--- src/rtl/mem_arbiter.sv ---
// Two-requester arbiter/sequencer sharing one byte-serial memory controller
// between instruction fetch and the load/store buffer.
module mem_arbiter #(
  parameter int ADDR_W = 32,
  parameter int DATA_W = 32
) (
  input  logic              clk_in,
  input  logic              rst_in,
  input  logic              rdy_in,
  input  logic              rob_clear,

  input  logic              if_req,
  input  logic [ADDR_W-1:0] if_addr,
  output logic              if_done,
  output logic [DATA_W-1:0] if_data,

  input  logic              lsb_req,
  input  logic              lsb_is_write,
  input  logic [ADDR_W-1:0] lsb_addr,
  input  logic [DATA_W-1:0] lsb_wdata,
  input  logic [2:0]        lsb_type,
  output logic              lsb_done,
  output logic [DATA_W-1:0] lsb_data,

  output logic              mc_new_task,
  output logic              mc_is_write,
  output logic [ADDR_W-1:0] mc_addr,
  output logic [DATA_W-1:0] mc_data_in,
  output logic [2:0]        mc_work_type,
  input  logic [DATA_W-1:0] mc_data_out,
  input  logic              mc_ready,
  input  logic              mc_busy
);

  typedef enum logic [1:0] {IDLE, ISSUE, WAIT, DRAIN} state_t;
  typedef enum logic {OWN_IF, OWN_LSB} owner_t;

  state_t state, state_nx;
  owner_t last_owner;

  logic              grant;
  logic              pick_lsb;
  logic              rd_complete;
  logic              wr_complete;
  logic [DATA_W-1:0] ld_ext;

  // State register
  always_ff @(posedge clk_in or posedge rst_in) begin
    if (rst_in) begin
      state <= IDLE;
    end else if (rdy_in) begin
      state <= state_nx;
    end
  end

  // Next-state logic
  always_comb begin
    state_nx = state;
    unique case (state)
      IDLE:  if (grant) state_nx = ISSUE;
      ISSUE: state_nx = (rob_clear && !mc_is_write) ? DRAIN : WAIT;
      WAIT: begin
        if (!mc_is_write && rob_clear)     state_nx = DRAIN;
        else if (rd_complete || wr_complete) state_nx = IDLE;
      end
      DRAIN: if (!mc_busy) state_nx = IDLE;
      default: state_nx = IDLE;
    endcase
  end

  // Grant is held off while a done pulse is out, so the finishing requester
  // has dropped its level before IDLE samples the requests again.
  always_comb begin
    pick_lsb    = lsb_req && (!if_req || last_owner == OWN_IF);
    grant       = (state == IDLE) && !rob_clear && !if_done && !lsb_done &&
                  (if_req || lsb_req);
    rd_complete = (state == WAIT) && !mc_is_write && mc_ready && !rob_clear;
    wr_complete = (state == WAIT) && mc_is_write && !mc_busy;
    mc_new_task = (state == ISSUE) && rdy_in;
  end

  always_comb begin
    ld_ext = mc_data_out;
    unique case (mc_work_type[1:0])
      2'b00:   ld_ext = {{(DATA_W-8){~mc_work_type[2] & mc_data_out[7]}}, mc_data_out[7:0]};
      2'b01:   ld_ext = {{(DATA_W-16){~mc_work_type[2] & mc_data_out[15]}}, mc_data_out[15:0]};
      default: ld_ext = mc_data_out;
    endcase
  end

  // Task fields, result registers and done pulses
  always_ff @(posedge clk_in or posedge rst_in) begin
    if (rst_in) begin
      last_owner   <= OWN_IF;
      if_done      <= 1'b0;
      lsb_done     <= 1'b0;
      if_data      <= '0;
      lsb_data     <= '0;
      mc_is_write  <= 1'b0;
      mc_addr      <= '0;
      mc_data_in   <= '0;
      mc_work_type <= '0;
    end else if (rdy_in) begin
      if_done  <= rd_complete && (last_owner == OWN_IF);
      lsb_done <= wr_complete || (rd_complete && (last_owner == OWN_LSB));
      if (grant) begin
        if (pick_lsb) begin
          last_owner   <= OWN_LSB;
          mc_is_write  <= lsb_is_write;
          mc_addr      <= lsb_addr;
          mc_data_in   <= lsb_wdata;
          mc_work_type <= lsb_type;
        end else begin
          last_owner   <= OWN_IF;
          mc_is_write  <= 1'b0;
          mc_addr      <= if_addr;
          mc_data_in   <= '0;
          mc_work_type <= 3'b010;
        end
      end
      if (rd_complete) begin
        if (last_owner == OWN_IF) if_data  <= mc_data_out;
        else                      lsb_data <= ld_ext;
      end
    end
  end

endmodule
--- config.mk ---
export PLATFORM = sky130hd
export DESIGN_NAME = mem_arbiter
export DESIGN_NICKNAME = d
export VERILOG_FILES = /design/src/rtl/mem_arbiter.sv
export SDC_FILE = /design/constraint.sdc
export NUM_CORES = 1
export LEC_CHECK = 0
export ABC_CLOCK_PERIOD_IN_PS = 6500
export CAP_MARGIN = 10
export CORE_MARGIN = 8
export CORE_UTILIZATION = 42
export DETAILED_ROUTE_END_ITERATION = 7
export GPL_TIMING_DRIVEN = 0
export MAX_ROUTING_LAYER = met4
export PLACE_DENSITY_LB_ADDON = 0.1
export SYNTH_ARGS = -nofsm -noshare
export SYNTH_HDL_FRONTEND = slang
export SYNTH_SLANG_ARGS = --single-unit
--- constraint.sdc ---
create_clock -name clk_in -period 6.5 [get_ports clk_in]
set_clock_uncertainty 0.1 [all_clocks]
set_input_delay 1.625 -clock clk_in [delete_from_list [all_inputs] [get_ports clk_in]]
set_output_delay 1.625 -clock clk_in [all_outputs]
set_load 0.03 [all_outputs]
# Word-level counts from Yosys, hierarchy flattened

Cells that the tools add are included.

Bitwise gates (word level): 4
Equal/unequal tests: 7
Muxes and demuxes: 12
Reduce and logical (&&, ||, !) cells: 30

Operators by type and width:

| cell                                                 | number |
|---|---|
| 2-to-1 mux 32 bit                                    | 2 |
| one-hot mux 32 bit (2 select lines)                  | 1 |
| logical AND 1 bit                                    | 14 |
| 2-to-1 mux 2 bit                                     | 4 |
| one-hot mux 2 bit (4 select lines)                   | 1 |
| zero test 1 bit                                      | 6 |
| AND reduction 3 bit                                  | 2 |
| equality test 2 x 1 -> 1 bit (second input constant) | 2 |
| equality test 2 bit (second input constant)          | 2 |
| zero test 2 bit                                      | 2 |
| logical OR 1 bit                                     | 4 |
| inequality test 2 bit (second input constant)        | 2 |
| AND reduction 4 bit                                  | 1 |
| 2-to-1 mux 1 bit                                     | 3 |
| 2-to-1 mux 3 bit                                     | 1 |
| inequality test 3 bit (second input constant)        | 1 |
| bitwise AND 1 bit                                    | 2 |
| inverter 1 bit                                       | 2 |
| AND reduction 2 bit                                  | 1 |

Input port bits: 140
Flip-flop bits (word level): 137
Logic and storage cells: 63
Output and inout port bits: 135

# Depth between registers and ports, before layout

Gate-level depths: netlist of run 1.

Depth after elaboration: 8
Mapped depth: 6
Mapped depth without buffers: 3

# Least setup slack after synthesis of run 1

OpenSTA, ideal clock, no wires.

Kind: in2out
From: input rdy_in
To: output mc_new_task
Stages: 2
Buffers on the path: 0
Required time: 4.775 ns
Arrival: 2.438 ns
Setup slack: 2.337 ns
Cells stage by stage: inv_1 -> nor3b_1

Word-level cells in the longest chain between the ends: 1

Ends and longest elaborated chain:

| element           | RTL line | RTL |
|---|---|---|
| from (decl)       | 9        | `input logic rdy_in,` |
| logical AND 1 bit | 79       | `mc_new_task = (state == ISSUE) && rdy_in;` |
| to (decl)         | 25       | `output logic mc_new_task,` |

No other way between the ends.

# Final worst setup path of run 1

Same ends and word-level chain as after synthesis.

==> results of run 1 <==
metal layers:
layer | vias up | track usage [%] | wire length [microns]
met3 | 22 | 7.58 | 1730
met4 | 0 | 7.50 | 323
met1 | 2291 | 22.6 | 7320
met2 | 180 | 33.7 | 9150
li1 | 2222 | - | -
met5 | - | - | 0
area by class of cell:
type	count	share of cell area, %
inverter	46	1.83
buffer	29	1.46
multi-input combinational	271	24.2
clock inverter	8	1.21
clock buffer	23	5.03
sequential	137	35.3
timing repair buffer	276	28.6
tap	184	2.37
cell usage after synthesis, drive strengths merged:
| cell type | n | share of area (%) |
|---|---|---|
| a21o | 1 | 0.12 |
| nor3 | 1 | 0.082 |
| or4 | 1 | 0.12 |
| or2 | 2 | 0.21 |
| o21a | 1 | 0.12 |
| nor2b | 1 | 0.10 |
| o21ai | 18 | 1.5 |
| a32o | 1 | 0.16 |
| nand2 | 52 | 3.2 |
| a21boi | 1 | 0.12 |
| nand3 | 1 | 0.082 |
| nand2b | 2 | 0.21 |
| nor3b | 1 | 0.12 |
| mux2 | 122 | 23 |
| clkbuf | 14 | 0.86 |
| o221ai | 1 | 0.14 |
| nand4b | 1 | 0.14 |
| nor2 | 1 | 0.062 |
| dfrtp | 137 | 56 |
| nor4 | 2 | 0.55 |
| and3 | 1 | 0.10 |
| o211ai | 1 | 0.12 |
| a31oi | 1 | 0.10 |
| nor4b | 1 | 0.14 |
| inv | 46 | 2.8 |
| a21oi | 10 | 0.82 |
| and2 | 1 | 0.10 |
| o32ai | 1 | 0.14 |
| or4b | 1 | 0.16 |
| mux2i | 44 | 7.2 |
| buf | 15 | 1.5 |
power by group:
group | total [mW] | switching, mW | internal, mW | leakage (nW)
Clock | 0.984 | 0.345 | 0.639 | 0.299
Combinational | 2.39 | 1.33 | 1.06 | 2.23
Sequential | 1.45 | 0.207 | 1.24 | 1.72
Total | 4.82 | 1.88 | 2.94 | 4.25
worst max-delay path, cell delays in order:
cell	delay, ps
clkdlybuf4s50_1	590
inv_1	150
nor3b_1	250
clkdlybuf4s50_1	750
worst max-delay path by stage:
stage          startpoint  cells past startpoint           to  slack (ps)
4_1_cts            rdy_in                      4  mc_new_task        1430
6_report           rdy_in                      4  mc_new_task        1410
3_3_place_gp       rst_in                      2  if_data[23]        -850
5_1_grt            rdy_in                      4  mc_new_task        1330
2_1_floorplan      rst_in                      1   if_data[0]        1110
3_5_place_dp       rdy_in                      4  mc_new_task        1430
state kept, by name (all words and copies together), names as in the netlist:
name          cells
if_data          32
if_done           1
last_owner        1
lsb_data         32
lsb_done          1
mc_addr          32
mc_data_in       32
mc_is_write       1
mc_work_type      3
state             2
metrics by stage:
| stage | setup slack (ps) | hold WS [ps] | instance area (sq um) | cells | utilization, % |
|---|---|---|---|---|---|
| after floorplan | 1110 | 416 | 6090 | 483 | - |
| after global placement | -850 | 369 | 9060 | 941 | 63.1 |
| after detailed placement | 1430 | 378 | 9100 | 943 | 63.3 |
| after CTS | 1430 | 391 | 9710 | 974 | 67.5 |
| after global routing | 1330 | 398 | 9710 | 974 | 67.5 |
| final | 1410 | 384 | 9710 | 974 | 67.5 |
cells by family (layout without fill, tap and decap cells):
kind of cell           Yosys count  in the layout  share of synthesized area [%]
flip-flops                     137            137                           56.3
multiplexers                   166            166                           29.8
buffers and inverters           75            382                           5.16
AND/OR/NAND/NOR                 69             69                           5.40
AO/OA/AOI/OAI                   36             36                           3.35
==> summary.txt, run 1 <==
Finish
  • Most common cell after layout, fill and taps aside: clkdlybuf4s50_1
  • Register area: ~0.0034 sq mm
  • Share of layout cells above drive strength 1: a little under a fifth
  • Antenna Cells: 0
  • Commonest non-fill, non-tap cells in the layout: 274 x clkdlybuf4s50_1, 137 x dfrtp_1, 96 x mux2_2, 52 x nand2_1, 45 x inv_1
  • Multi-input gate area: 0.00235 sq mm
  • Fillcell total: ~1100
  • Net total in the final layout: ~920
  • Area growth from synthesis to layout: 59.4%

Worst setup path
  • Reg2reg setup slack: 3970 ps
  • Reg2reg start: state[0]
  • Critical-path maximum fanout: 7
  • Worst Path Required: 4780 ps
  • R2r endpoint: mc_data_in[13]
  • Worst setup SP type: input port
  • Worst EP arrival: 3370 ps
  • R2r worst-path depth: 6
  • Crit end category: primary output
  • Crit Path Class: in -> out

Clock tree
  • Sink Count: approximately 140
  • Hold-fix buffers, CTS: 0
  • CTS H-tree depth: 4
  • Worst-Skew Late Latency: roughly 400 ps
  • Postcts setup bufs: 0
  • Clk buf depth: 2
  • Reg clk slew, reported paths: approximately 50 ps
  • CTS resizes: 0
  • Num CTS Buffers: 17
  • Root Driver: clkbuf_16
  • CTS tree: done

Floorplan
  • Top-level I/O count: between 200 and 300
  • Die height: about 140 microns
  • Die ar.: between 0.015 and 0.02 sq mm
  • Die W: 136 microns
  • Num rows: 44
  • Initial core utilization: a little over two fifths
  • Core Footprint: about 0.014 sq mm

Timing
  • Total Neg Setup Slack: 0 ps
  • Slew Limit Fails: 0
  • Final Hold Fails: 0
  • Final setup vio count: 0
  • Slew @ Worst Pin: between 700 and 800 ps
  • Fin crit period: between 5000 and 6000 ps
  • RSZ-0062 raised after global routing: false
  • Crit share post-route: roughly four fifths
  • Slew headroom: about half
  • Fmax: 196 MHz

Min path
  • Worst Hold Launch: mc_addr[31]
  • Hold Path Class: reg -> reg
  • Hold Path Sink: mc_addr[31]
  • Hold Path Cell Cnt: 1

Power
  • Static Leak: approximately 4.2 nW
  • Max rail drop VDD: slightly above 0.3 mV
  • Power Total: slightly below 5 mW
  • PwrDens: roughly 500 mW/mm^2

Synthesis
  • Mapped Nets: ~620
  • Cells after synthesis: approximately 480
  • Seq/Total Area, Yosys: between 50% and 60%
  • Avg Cell Area, Syn: around 13 sq um
  • Mapped cell area: between 0.006 and 0.007 sq mm
  • Yosys warns: 0
  • Library cells used by synthesis: 37
  • Flops & latches, synth: 137

Route
  • Via Count: roughly 4700
  • Detail Route Antenna Nets: 0
  • Initial DRC count: 169
  • DRC errors left: 0
  • WL/cell: about 19 microns
  • Drt pass-1 iters: 4
  • Vias per cell: around 4.8
  • Routed WL: about 19 mm

Global routing
  • Initial antenna violation count: 0
  • Total grt overflow: 0
  • First-pass GRT wire length: approximately 28 mm
  • Gr usage total: slightly above 20%
  • Pin count of the biggest net entering global routing: between 70 and 80
  • Number of global-route vias before repair: between 5000 and 6000

Run status
  • Status: finished, final reports clean

Placement
  • Routability cong.: 0.812
  • Port Buffers: roughly 270
  • HPWL Detailed: ~14 mm

Run
  • Max-cap violations: 0
(Power assumes the default switching activity.)
==> run 2, diff against run 1 <==
ABC_CLOCK_PERIOD_IN_PS = 4400   (was 6500)
CORE_UTILIZATION = 38   (was 42)
clock period = 4.4 ns   (was 6.5 ns; I/O delays follow)
==> run 2 against run 1 <==
Total power grew 51%. Largest power group unchanged. Register-to-register slack worse by 2100 ps. Routed wire length rose by 4.0%. Hold slack better by 3.0 ps. Non-clock buffer count is 3 higher. Sequential power up 48%. Via count up 1.2%. Worst setup slack worse by 1000 ps. Combinational power grew 49%. Utilization down 4.9 points. Clock-buffer cell count grew 2. First-iteration DRC count is 36% lower.
==> summary.txt, run 2 (synthesis results as in run 1) <==
Timing
  • Hold slack: 387 ps (+3.03 ps)
  • RSZ-0062 raised after global routing: false
  • Final Hold Fails: 0 (unchanged)
  • Total Neg Setup Slack: 0 ps (unchanged)
  • Fmax: ~250 MHz
  • Slew Limit Fails: 0 (unchanged)
  • Final worst slack: 395 ps (-1010 ps)
  • Fin crit period: approximately 4000 ps
  • Slew @ Worst Pin: 758 ps (+44.1 ps)
  • Crit share post-route: roughly 90%
  • Slew headroom: 49.4% (-2.4 points)
  • Final setup vio count: 0 (unchanged)

Floorplan
  • Num rows: 46 (+4.5%)
  • Die height: 143 microns (+4.5%)
  • Initial core utilization: 38.6% (-3.8 points)
  • Core Footprint: 0.0158 sq mm (+9.8%)
  • Die W: 143 microns (+4.5%)
  • Top-level I/O count: 275 (unchanged)
  • Die ar.: 0.0203 sq mm (+9.3%)

Worst setup path
  • CP dominant cell by count: clkdlybuf4s50_1
  • R2r endpoint: mc_addr[28]
  • Worst Path Required: 3200 ps (-1580 ps)
  • Critical-path maximum fanout: 7 (unchanged)
  • Max incr delay on CP: 720 ps (-30 ps)
  • Worst EP arrival: 2800 ps (-570 ps)
  • Reg2reg setup slack: 1870 ps (-2100 ps)
  • Reg2reg start: last_owner
  • R2r worst-path depth: 4 (-2)
  • Crit end category: primary output
  • CP max stage cell: clkdlybuf4s50_1
  • Critical Path, Cell by Cell: clkdlybuf4s50_1, inv_1, nor3b_1, clkdlybuf4s50_1
  • Crit-path leading delay family: buffers and inverters
  • Worst setup SP type: input port
  • Launch point of the worst path: rdy_in
  • Crit Path Class: in -> out
  • Worst path buffer plus inverter count: 3 (unchanged)

Finish
  • Share of layout cells above drive strength 1: 18.4% (+0.31 points)
  • Commonest non-fill, non-tap cells in the layout: 274 x clkdlybuf4s50_1, 137 x dfrtp_1, 96 x mux2_2, 52 x nand2_1, 45 x inv_1
  • Area growth from synthesis to layout: 62.1%
  • Non-Filler Instances: 1010 (+3.7%)
  • Most common cell after layout, fill and taps aside: clkdlybuf4s50_1
  • Net total in the final layout: 921 (+0.33%)
  • Post-Layout Inst Area: 0.00987 sq mm (+1.7%)

Route
  • Detail Route Antenna Nets: 0 (unchanged)
  • Via Count: 4770 (+1.2%)
  • WL/cell: 19.1 microns (+0.31%)
  • Initial DRC count: 109 (-36%)
  • Routed WL: 19.3 mm (+4.0%)
  • Vias per cell: 4.72 (-2.4%)
  • Drt pass-1 iters: 4 (unchanged)
  • DRC errors left: 0 (unchanged)

Placement
  • HPWL Detailed: 15.2 mm (+5.5%)
  • Port Buffers: 274 (unchanged)
  • Setup slack at placement: 444 ps (-985 ps)
  • Routability cong.: 0.888 (+9.3%)
  • Placed cell count: 978 (+3.7%)
  • Area of placed instances: 0.00920 sq mm (+1.1%)

Global routing
  • Initial antenna violation count: 1 (+1)
  • Number of global-route vias before repair: 5241 (-0.038%)
  • GR met1 Demand/Resource: 21.8% (-0.86 points)
  • Pin count of the biggest net entering global routing: 36 (-54%)
  • Gr usage total: 19.5% (-1.1 points)
  • First-pass GRT wire length: 29.3 mm (+3.0%)
  • Total grt overflow: 0 (unchanged)
  • Layer with the highest usage: met2
  • Met2 usage: 32.2% (-1.5 points)
  • M3 GR Usage: 6.94% (-0.63 points)

Clock tree
  • Root Driver: clkbuf_16
  • CTS tree: done
  • Hold-fix buffers, CTS: 0 (unchanged)
  • CTS H-tree depth: 4 (unchanged)
  • Num CTS Buffers: 17 (unchanged)
  • Reg clk slew, reported paths: 50 ps (about the same)
  • Worst-Skew Late Latency: 410 ps (about the same)
  • Sink Count: 137 (unchanged)
  • Postcts setup bufs: 0 (unchanged)
  • CTS resizes: 0 (unchanged)
  • Clk buf depth: 2 (unchanged)

Power
  • Max rail drop VDD: 0.373 mV (+21%)
  • PwrDens: 740 mW/mm^2 (+49%)
  • Static Leak: 4.29 nW (+1.1%)

Min path
  • Hold Path Cell Cnt: 1 (unchanged)
  • Worst Hold Launch: mc_addr[21]
  • Hold Path Class: reg -> reg
  • Hold Path Sink: mc_addr[21]

Run status
  • Status: finished, final reports clean

Run
  • Max-cap violations: 0 (unchanged)
-- run 2: how the worst max path moves through the flow --
stage	slack, ps	cells past startpoint	to
CTS	430	4	mc_new_task
finish	400	4	mc_new_task
global placement	240	2	if_data[14]
global route	330	4	mc_new_task
floorplan	1290	2	mc_new_task
detailed placement	440	4	mc_new_task
-- run 2: where the power goes --
group          internal [mW]  total, mW  switching, mW  leakage (nW)
clock network           1.10       1.60          0.506         0.326
registers               1.83       2.15          0.321          1.72
logic                   1.57       3.55           1.98          2.25
-- run 2: worst register-to-register path: stages (launching register included) --
cell and delay, ps:
dfrtp_1 420, a21boi_1 630, clkbuf_1 550, mux2_2 440
mux2_2 270
-- run 2: per-stage QoR --
step,total power [mW],util (%)
2_1_floorplan,4.10,-
3_3_place_gp,5.65,57.7
3_5_place_dp,5.75,58.3
4_1_cts,7.40,62.6
5_1_grt,7.65,62.6
6_report,7.30,62.6
-- run 2: routing by layer --
layer	wire length, microns	vias up	part of all wire (%)
met5	0	-	0
met3	1520	18	7.9
met1	8110	2327	42
li1	-	2229	-
met2	9380	196	49
met4	272	0	1.4
-- run 2: final cells by class --
type / instances / area, sq um
diodes: 1 / 2.50
well taps: 216 / 270
repair buffers: 279 / 2830
flip-flops and latches: 137 / 3430
inverters: 46 / 176
clock buffers: 25 / 515
multi-input cells: 271 / 2350
plain buffers: 29 / 141
fillers: 1276 / 5900
clock inverters: 6 / 158
==> run 3, diff against run 2 <==
REMOVE_ABC_BUFFERS = 1   (was not set)
==> run 3 against run 2 <==
Total power decreased by 1.5%. Highest routed layer unchanged. Worst setup slack worse by 1.4 ps. Critical endpoint unchanged. Register-to-register slack lost 310 ps. Flip-flop and latch count is the same. Combinational power fell by 2%.
==> summary.txt, run 3 (synthesis results as in run 1) <==
Run status
  • Status: finished, final reports clean

Timing
  • Final Hold Fails: 0 (unchanged)
  • RSZ-0062 raised after global routing: false
  • Fin crit period: 4010 ps (+1.45 ps)
  • Crit share post-route: 91.0% (about the same)
  • Total Neg Setup Slack: 0 ps (unchanged)
  • Final setup vio count: 0 (unchanged)
  • Slew @ Worst Pin: 773 ps (+15.5 ps)
  • Fmax: 250 MHz (about the same)
  • Slew headroom: 48.1% (-1.3 points)
  • Final worst slack: 394 ps (-1.45 ps)
  • Slew Limit Fails: 0 (unchanged)

Route
  • DRC errors left: 0 (unchanged)
  • Detail Route Antenna Nets: 0 (unchanged)
  • Via Count: 4672 (-2.1%)
  • Initial DRC count: 226 (+110%)
  • WL/cell: 18.6 microns (-2.3%)
  • Drt pass-1 iters: 4 (unchanged)
  • Vias per cell: 4.72 (about the same)
  • Routed WL: 18.5 mm (-4.3%)

Clock tree
  • Clk buf depth: 2 (unchanged)
  • Hold-fix buffers, CTS: 0 (unchanged)
  • Num CTS Buffers: 17 (unchanged)
  • Reg clk slew, reported paths: 50 ps (about the same)
  • Worst-Skew Late Latency: 410 ps (about the same)
  • CTS tree: done
  • Postcts setup bufs: 0 (unchanged)
  • CTS resizes: 0 (unchanged)
  • Sink Count: 137 (unchanged)
  • Root Driver: clkbuf_16
  • CTS H-tree depth: 4 (unchanged)

Worst setup path
  • Worst setup SP type: input port
  • WP depth: 4 (unchanged)
  • Max incr delay on CP: 720 ps (about the same)
  • Launch point of the worst path: rdy_in
  • R2r endpoint: mc_addr[19]
  • Reg2reg setup slack: 1560 ps (-310 ps)
  • CP dominant cell by count: clkdlybuf4s50_1
  • Reg2reg start: state[0]
  • Crit Path Class: in -> out
  • Critical-path maximum fanout: 7 (unchanged)
  • Crit end category: primary output
  • CP max stage cell: clkdlybuf4s50_1
  • Critical Path End: mc_new_task
  • Worst path buffer plus inverter count: 3 (unchanged)
  • Worst EP arrival: 2810 ps (about the same)
  • R2r worst-path depth: 5 (+1)
  • Critical Path, Cell by Cell: clkdlybuf4s50_1, inv_1, nor3b_1, clkdlybuf4s50_1
  • Worst Path Required: 3200 ps (about the same)
  • Crit-path leading delay family: buffers and inverters

Floorplan
  • Top-level I/O count: 275 (unchanged)
  • Die W: 143 microns (unchanged)
  • Num rows: 46 (unchanged)
  • Die ar.: 0.0203 sq mm (unchanged)
  • Die height: 143 microns (unchanged)
  • Core Footprint: 0.0158 sq mm (unchanged)
  • Initial core utilization: 38.6% (unchanged)

Global routing
  • Gr usage total: 18.8% (-0.69 points)
  • First-pass GRT wire length: 28.5 mm (-2.8%)
  • Total grt overflow: 0 (unchanged)
  • Number of global-route vias before repair: 5182 (-1.1%)
  • Pin count of the biggest net entering global routing: 74 (+110%)
  • Initial antenna violation count: 0 (-1)

Placement
  • Setup slack at placement: 397 ps (-46.8 ps)
  • Placed cell count: 958 (-2.0%)
  • Area of placed instances: 0.00920 sq mm (about the same)
  • Routability cong.: 0.756 (-15%)
  • Port Buffers: 274 (unchanged)
  • HPWL Detailed: 14.1 mm (-7.0%)

Run
  • Max-cap violations: 0 (unchanged)

Finish
  • Net total in the final layout: 901 (-2.2%)
  • Most common cell after layout, fill and taps aside: clkdlybuf4s50_1
  • Post-Layout Inst Area: 0.00983 sq mm (-0.46%)
  • Commonest non-fill, non-tap cells in the layout: 274 x clkdlybuf4s50_1, 137 x dfrtp_1, 96 x mux2_2, 52 x nand2_1, 45 x inv_1
  • Antenna Cells: 0 (-1)
  • Share of layout cells above drive strength 1: 19.1% (+0.71 points)
  • Area growth from synthesis to layout: 61.4%
  • Non-Filler Instances: 990 (-2.0%)

Power
  • PwrDens: 732 mW/mm^2 (-1.0%)
  • Static Leak: 4.28 nW (-0.43%)
  • Max rail drop VDD: 0.340 mV (-8.9%)

Min path
  • Hold Path Class: reg -> reg
-- run 3: routing by layer --
layer,GRT usage [%],wire length (microns),vias to the layer above
met5,-,0,-
met3,8.29,1840,10
met2,29.7,8820,197
met4,5.70,140,0
met1,21.2,7650,2268
li1,-,-,2197
-- run 3: where the power goes --
| part | switching (mW) | internal [mW] |
|---|---|---|
| combinational | 1.90 | 1.57 |
| sequential | 0.372 | 1.83 |
| clock | 0.544 | 0.977 |
| total | 2.81 | 4.38 |
-- run 3: area by class of cell --
cell class	count	area, sq um
Timing Repair Buffer	288	2950
Multi-Input combinational cell	271	2370
Inverter	46	178
Clock inverter	12	173
Sequential cell	137	3430
Clock buffer	20	457
Fill cell	1308	5940
Tap cell	216	270
-- run 3: worst min-delay path by stage --
| stage | slack [ps] | endpoint | cells past startpoint | start |
|---|---|---|---|---|
| floorplan | 420 | last_owner | 1 | last_owner |
| global placement | 370 | mc_addr[5] | 1 | mc_addr[5] |
| detailed placement | 380 | mc_addr[0] | 1 | mc_addr[0] |
| CTS | 390 | lsb_data[3] | 1 | lsb_data[3] |
| global route | 400 | lsb_data[17] | 1 | lsb_data[17] |
| finish | 390 | lsb_data[18] | 1 | lsb_data[18] |
-- run 3: through the flow --
stage / util, % / hold WS [ps] / power [mW]
6_report: 62.3 / 390 / 7.19
5_1_grt: 62.3 / 403 / 7.56
4_1_cts: 62.3 / 394 / 7.29
3_5_place_dp: 58.3 / 381 / 5.73
3_3_place_gp: 56.8 / 368 / 5.63
2_1_floorplan: - / 416 / 4.08
-- run 3: worst register-to-register path: cells and delay by family, from the launching register on --
kind,cells,cell delay (ps)
and+or+nand+nor,2,1320
DFF,1,470
muxes,1,360
buffers and inverters,2,480
